## src/rtl/id_stage.sv

```systemverilog
// Instruction-decode stage of the MIPS-Lite pipeline: opcode decode, 32x32 register
// file with write-back bypass, load-use stall detection and the registered ID/EX outputs.
module id_stage #(
  parameter int DATAWIDTH    = 32,
  parameter int ADDRESSWIDTH = 32
) (
  input  logic                    clk,
  input  logic                    reset,
  input  logic [ADDRESSWIDTH-1:0] if_pc,
  input  logic [31:0]             if_instruction,
  input  logic                    if_valid,
  input  logic                    flush,
  input  logic                    wb_we,
  input  logic [4:0]              wb_rd,
  input  logic [DATAWIDTH-1:0]    wb_data,
  output logic                    stall,
  output logic                    id_valid,
  output logic [ADDRESSWIDTH-1:0] id_pc,
  output logic [5:0]              id_opcode,
  output logic [4:0]              id_rs,
  output logic [4:0]              id_rt,
  output logic [4:0]              id_dest,
  output logic [DATAWIDTH-1:0]    id_rs_val,
  output logic [DATAWIDTH-1:0]    id_rt_val,
  output logic [DATAWIDTH-1:0]    id_imm,
  output logic                    id_regwrite,
  output logic                    id_memread,
  output logic                    id_memwrite,
  output logic                    id_branch,
  output logic                    id_halt,
  output logic                    halted
);

  localparam logic [5:0] OP_LAST_ALU = 6'd11;
  localparam logic [5:0] OP_LDW      = 6'd12;
  localparam logic [5:0] OP_STW      = 6'd13;
  localparam logic [5:0] OP_BZ       = 6'd14;
  localparam logic [5:0] OP_BEQ      = 6'd15;
  localparam logic [5:0] OP_JR       = 6'd16;
  localparam logic [5:0] OP_HALT     = 6'd17;

  typedef struct packed {
    logic       legal;
    logic       regwrite;
    logic       memread;
    logic       memwrite;
    logic       branch;
    logic       halt;
    logic       reads_rs;
    logic       reads_rt;
    logic [4:0] dest;
  } dec_t;

  // Instruction fields
  logic [5:0]  op;
  logic [4:0]  rs;
  logic [4:0]  rt;
  logic [4:0]  rd;
  logic [15:0] imm16;

  assign op    = if_instruction[31:26];
  assign rs    = if_instruction[25:21];
  assign rt    = if_instruction[20:16];
  assign rd    = if_instruction[15:11];
  assign imm16 = if_instruction[15:0];

  dec_t dec;

  always_comb begin
    dec       = '0;
    dec.legal = (op <= OP_HALT);
    if (op <= OP_LAST_ALU) begin
      dec.regwrite = 1'b1;
      dec.reads_rs = 1'b1;
      if (op[0]) begin
        dec.dest = rt;
      end else begin
        dec.dest     = rd;
        dec.reads_rt = 1'b1;
      end
    end else begin
      unique case (op)
        OP_LDW: begin
          dec.regwrite = 1'b1;
          dec.memread  = 1'b1;
          dec.reads_rs = 1'b1;
          dec.dest     = rt;
        end
        OP_STW: begin
          dec.memwrite = 1'b1;
          dec.reads_rs = 1'b1;
          dec.reads_rt = 1'b1;
        end
        OP_BZ, OP_JR: begin
          dec.branch   = 1'b1;
          dec.reads_rs = 1'b1;
        end
        OP_BEQ: begin
          dec.branch   = 1'b1;
          dec.reads_rs = 1'b1;
          dec.reads_rt = 1'b1;
        end
        OP_HALT: dec.halt = 1'b1;
        default: ;
      endcase
    end
  end

  // Register file; entry 0 is never written and is masked on read.
  logic [DATAWIDTH-1:0] rf_q [32];
  logic                 wb_fire;

  assign wb_fire = wb_we && (wb_rd != 5'd0);

  always_ff @(posedge clk or posedge reset) begin
    if (reset) begin
      for (int i = 0; i < 32; i++) rf_q[i] <= '0;
    end else if (wb_fire) begin
      rf_q[wb_rd] <= wb_data;
    end
  end

  logic [DATAWIDTH-1:0] rs_val;
  logic [DATAWIDTH-1:0] rt_val;

  always_comb begin
    rs_val = '0;
    rt_val = '0;
    if (rs != 5'd0) rs_val = (wb_fire && wb_rd == rs) ? wb_data : rf_q[rs];
    if (rt != 5'd0) rt_val = (wb_fire && wb_rd == rt) ? wb_data : rf_q[rt];
  end

  // ID/EX pipeline register
  logic                    valid_q,    valid_d;
  logic [ADDRESSWIDTH-1:0] pc_q,       pc_d;
  logic [5:0]              opcode_q,   opcode_d;
  logic [4:0]              rs_q,       rs_d;
  logic [4:0]              rt_q,       rt_d;
  logic [4:0]              dest_q,     dest_d;
  logic [DATAWIDTH-1:0]    rs_val_q,   rs_val_d;
  logic [DATAWIDTH-1:0]    rt_val_q,   rt_val_d;
  logic [DATAWIDTH-1:0]    imm_q,      imm_d;
  logic                    regwrite_q, regwrite_d;
  logic                    memread_q,  memread_d;
  logic                    memwrite_q, memwrite_d;
  logic                    branch_q,   branch_d;
  logic                    halt_q,     halt_d;
  logic                    halted_q,   halted_d;

  logic eff_valid;
  logic hazard;
  logic issue;

  // Handshake with IF: stall=1 means IF must present the same pc/instruction on the
  // next cycle; whenever stall=0 the if_* pair is consumed at the rising edge.
  // stall is deliberately independent of flush; a flush overrides it inside IF.
  assign eff_valid = if_valid && !halted_q;
  assign hazard    = eff_valid && dec.legal && valid_q && memread_q && (dest_q != 5'd0) &&
                     ((dec.reads_rs && rs == dest_q) || (dec.reads_rt && rt == dest_q));
  assign stall     = halted_q || hazard;
  assign issue     = eff_valid && dec.legal && !hazard && !flush;

  always_comb begin
    valid_d    = issue;
    pc_d       = if_pc;
    opcode_d   = op;
    rs_d       = rs;
    rt_d       = rt;
    dest_d     = dec.dest;
    rs_val_d   = rs_val;
    rt_val_d   = rt_val;
    imm_d      = {{(DATAWIDTH-16){imm16[15]}}, imm16};
    regwrite_d = issue && dec.regwrite;
    memread_d  = issue && dec.memread;
    memwrite_d = issue && dec.memwrite;
    branch_d   = issue && dec.branch;
    halt_d     = issue && dec.halt;
    halted_d   = halted_q || (issue && dec.halt);
  end

  always_ff @(posedge clk or posedge reset) begin
    if (reset) begin
      valid_q    <= 1'b0;
      pc_q       <= '0;
      opcode_q   <= '0;
      rs_q       <= '0;
      rt_q       <= '0;
      dest_q     <= '0;
      rs_val_q   <= '0;
      rt_val_q   <= '0;
      imm_q      <= '0;
      regwrite_q <= 1'b0;
      memread_q  <= 1'b0;
      memwrite_q <= 1'b0;
      branch_q   <= 1'b0;
      halt_q     <= 1'b0;
      halted_q   <= 1'b0;
    end else begin
      valid_q    <= valid_d;
      pc_q       <= pc_d;
      opcode_q   <= opcode_d;
      rs_q       <= rs_d;
      rt_q       <= rt_d;
      dest_q     <= dest_d;
      rs_val_q   <= rs_val_d;
      rt_val_q   <= rt_val_d;
      imm_q      <= imm_d;
      regwrite_q <= regwrite_d;
      memread_q  <= memread_d;
      memwrite_q <= memwrite_d;
      branch_q   <= branch_d;
      halt_q     <= halt_d;
      halted_q   <= halted_d;
    end
  end

  assign id_valid    = valid_q;
  assign id_pc       = pc_q;
  assign id_opcode   = opcode_q;
  assign id_rs       = rs_q;
  assign id_rt       = rt_q;
  assign id_dest     = dest_q;
  assign id_rs_val   = rs_val_q;
  assign id_rt_val   = rt_val_q;
  assign id_imm      = imm_q;
  assign id_regwrite = regwrite_q;
  assign id_memread  = memread_q;
  assign id_memwrite = memwrite_q;
  assign id_branch   = branch_q;
  assign id_halt     = halt_q;
  assign halted      = halted_q;

endmodule

```

## config.mk

```make
export PLATFORM = sky130hd
export DESIGN_NAME = id_stage
export DESIGN_NICKNAME = d
export VERILOG_FILES = /design/src/rtl/id_stage.sv
export SDC_FILE = /design/constraint.sdc
export NUM_CORES = 2
export LEC_CHECK = 0
export ABC_AREA = 1
export CAP_MARGIN = 30
export CORE_ASPECT_RATIO = 0.75
export CORE_MARGIN = 2
export CORE_UTILIZATION = 62
export CTS_CLUSTER_DIAMETER = 50
export CTS_CLUSTER_SIZE = 16
export DETAILED_ROUTE_END_ITERATION = 8
export PLACE_DENSITY = 0.81
export SETUP_SLACK_MARGIN = 0.3
export SLEW_MARGIN = 40
export SYNTH_ARGS = -nofsm -noshare
export SYNTH_HDL_FRONTEND = slang
export SYNTH_SLANG_ARGS = --single-unit
```

## constraint.sdc

```tcl
create_clock -name clk -period 43.9 [get_ports clk]
set_input_delay 4.39 -clock clk [delete_from_list [all_inputs] [get_ports clk]]
set_output_delay 4.39 -clock clk [all_outputs]
set_load 0.05 [all_outputs]
```

==> key figures <==
Global route
  • Initial antenna violation count: 19
  • Vias in the first global route: 59.1k
  • GRT Resource Usage Total: 44.9%
  • First-pass GRT wire length: ~360000 um
  • Largest net degree at the start of global routing: 194
  • Total grt overflow: 0

Clocking
  • Post-CTS sizing: 0
  • # Post-CTS Setup Buffers: 0
  • CTS Buf Count: around 110
  • Hold-fix buffers, CTS: 0
  • Clock latency on the worst-skew pair: 0.74 ns
  • Clk sinks: 1164
  • Root buffer cell: clkbuf_16
  • CTS tree: done
  • CTS max path bufs: 3
  • Clk slew on worst S/H paths: 0.07 ns
  • Htree depth: 3

Power and ir drop
  • PwrDens: 44.0 nW/um2
  • Leak: between 0.03 and 0.04 uW
  • VDD IR max: 43.0 uV

Route
  • Routed len/inst: 23.9 um
  • Routed vias: about 64k
  • Post-route DRC: 1
  • Via density per instance: 6.41
  • Routed WL: 239000 um
  • DRT antenna net count: 0
  • Drt first pass iters: 9
  • Number of DRC markers in iteration 0: 11.6k

Placed design
  • Cell Area, Placed: roughly 66000 um2
  • Global placement routability congestion: 0.939
  • HPWL Detailed: 131000 um
  • Number of port buffers: 262

Logic synthesis
  • Area fraction of the dominant cell type after synthesis: between 40 and 50%
  • Synthesis Warnings: 0
  • Unique cell type count in the Yosys netlist: 30
  • Synth area leaders: dfrtp_1 46%, nand2_1 17%, nand3_1 9.3%
  • Mean Syn Cell Area: 7.13 um2
  • Post-Syn Area: 63500 um2
  • Syn_nets: between 9k and 10k
  • Yosys reg bits: 1164
  • Sequential fraction of the synthesis area: approximately 46%
  • Cell taking the most area after synthesis: dfrtp_1
  • Mapped Cells: ~9k

Setup path
  • Worst R2R Path Depth: 8
  • Worst Path Arrival: 6.92 ns
  • RR Endpoint: id_rt_val[29]
  • FF-to-FF setup slack: between 40 and 50 ns
  • Setup CP Type: in2out
  • Req. time, crit path: 39.51 ns
  • Startpoint class of the critical path: input port
  • RR Startpoint: rf_q[477]
  • Crit path capture: stall
  • Crit. End Element: output pin
  • Crit-path max FO: 96
  • Worst setup path start: if_instruction[22]

Status
  • Status: finished, violations left
  • Failing checks: DRC

Hold path
  • WHS Path Cells: 0
  • HP Class: reg2reg

Timing
  • Setup TNS: 0 ns
  • Slew headroom: between 20% and 30%
  • Final setup violation count: 0
  • Max Transition Viols Final: 0
  • Worst Max-Slew Pin Slew: 1.11 ns
  • Final period util: 25.8%
  • RSZ-0062 raised after global routing: false
  • Endpoints failing hold: 0
  • Fmax: 88.4 MHz
  • Clk_skew: 0.0376 ns
  • Min Tclk post-route: approximately 11 ns

Layout
  • Synthesis-to-layout area growth: 9.31%
  • Most frequent cells in the layout: 2817 x nand2_1, 1175 x nand3_1, 1164 x dfrtp_1
  • Most common cell after layout, fill and taps aside: nand2_1
  • Ratio of cells with drive above 1 in the final layout: 5.06%
  • Register area: about 29000 um2
  • Final Cell Area: ~69000 um2
  • Multi-input gate area: 28000 um2
  • Fill cells: roughly 8.4k
  • Layout Nets: 8716

Job
  • Maxcap violations: 0

Die
  • Die ar.: 105000 um2
  • Initial Util: 62.6%
  • CORE AREA: 101000 um2
  • IO Count: ~260
  • Die span in x: between 300 and 400 um
  • Vert. Die Dim: 281 um
  • # rows: 101
[synth_stat cells (all sizes together)]
library cell and number:
o21bai 1, nand3 1176, nor4 2, inv 798, nand4 4, o211ai 262
a21oi 177, o21ai 1267, nor3 12, xor2 8, xnor2 6, clkbuf 389
dfrtp 1164, a22oi 1, nor2 353, or2 46, nand2 2848, buf 395
[power breakdown]
part	leakage, uW	internal (uW)	switching (uW)
Sequential	0.0149	1260	118
Combinational	0.0171	221	452
Clock	0.00179	548	462
Total	0.0337	2030	1030
[per-stage QoR]
| step | util (%) | hold slack (ns) | setup slack [ns] | total power (uW) | cells |
|---|---|---|---|---|---|
| 6_report | 68.5 | 0.378 | 32.59 | 3060 | 10000 |
| 4_1_cts | 68.4 | 0.383 | 32.53 | 3030 | 10000 |
| 3_5_place_dp | 64.7 | 0.368 | 32.54 | 2030 | 9836 |
| 3_3_place_gp | 64.4 | 0.365 | 32.54 | 2000 | 9830 |
| 2_1_floorplan | - | 0.429 | 6.72 | 1840 | 8909 |
| 5_1_grt | 68.5 | 0.387 | 32.54 | 3190 | 10000 |
[sequential cells by signal, indices dropped and copies added (netlist names)]
name and flops:
id_pc 32, id_rt 5, id_opcode 6, id_rt_val 32, id_branch 1, id_halt 1
id_dest 5, id_regwrite 1, id_valid 1, id_rs 5, id_imm 16, rf_q 1024
id_memwrite 1, id_rs_val 32, halted 1, id_memread 1
[how the worst min path moves through the flow]
stage	start	endpoint	slack (ns)
after floorplan	rf_q[1002]	rf_q[1002]	0.43
after global placement	rf_q[1009]	rf_q[1009]	0.37
after detailed placement	rf_q[1013]	rf_q[1013]	0.37
after CTS	rf_q[1013]	rf_q[1013]	0.38
after global routing	rf_q[1008]	rf_q[1008]	0.39
final	rf_q[1013]	rf_q[1013]	0.38
[cell families after synthesis]
group	share of synthesized area [%]
flip-flops	45.9
AO/OA/AOI/OAI	14.5
XOR/XNOR	0.193
AND/OR/NAND/NOR	29.2
buffers and inverters	10.2
[layout make-up]
class / instances / share of cell area (%)
Timing Repair Buffer: 374 / 5.47
Tap cell: 1339 / 2.41
Clock inverter: 65 / 1.22
Inverter: 798 / 4.40
Antenna cell: 4 / 0.0144
Multi-Input combinational cell: 6163 / 40.4
Sequential cell: 1164 / 42.0
Clock buffer: 124 / 4.12
[per-layer routing]
layer | global-route usage [%] | up-vias | part of all wire, %
met5 | 3.08 | - | 0.26
met4 | 23.9 | 28 | 6.3
met3 | 19.6 | 1152 | 18
met2 | 61.9 | 5411 | 39
met1 | 59.3 | 29700 | 36
li1 | - | 28000 | -
[worst max-delay path: stages]
cell and delay [ns]:
clkbuf_8 0.32, inv_8 0.66, nand2_1 0.12, a22oi_1 0.24, nand4_1 0.11, nand2_1 0.10, nand2_1 0.08, nand2_1 0.07
clkdlybuf4s50_1 0.79
Note: power is estimated with default switching activity, not from simulation.
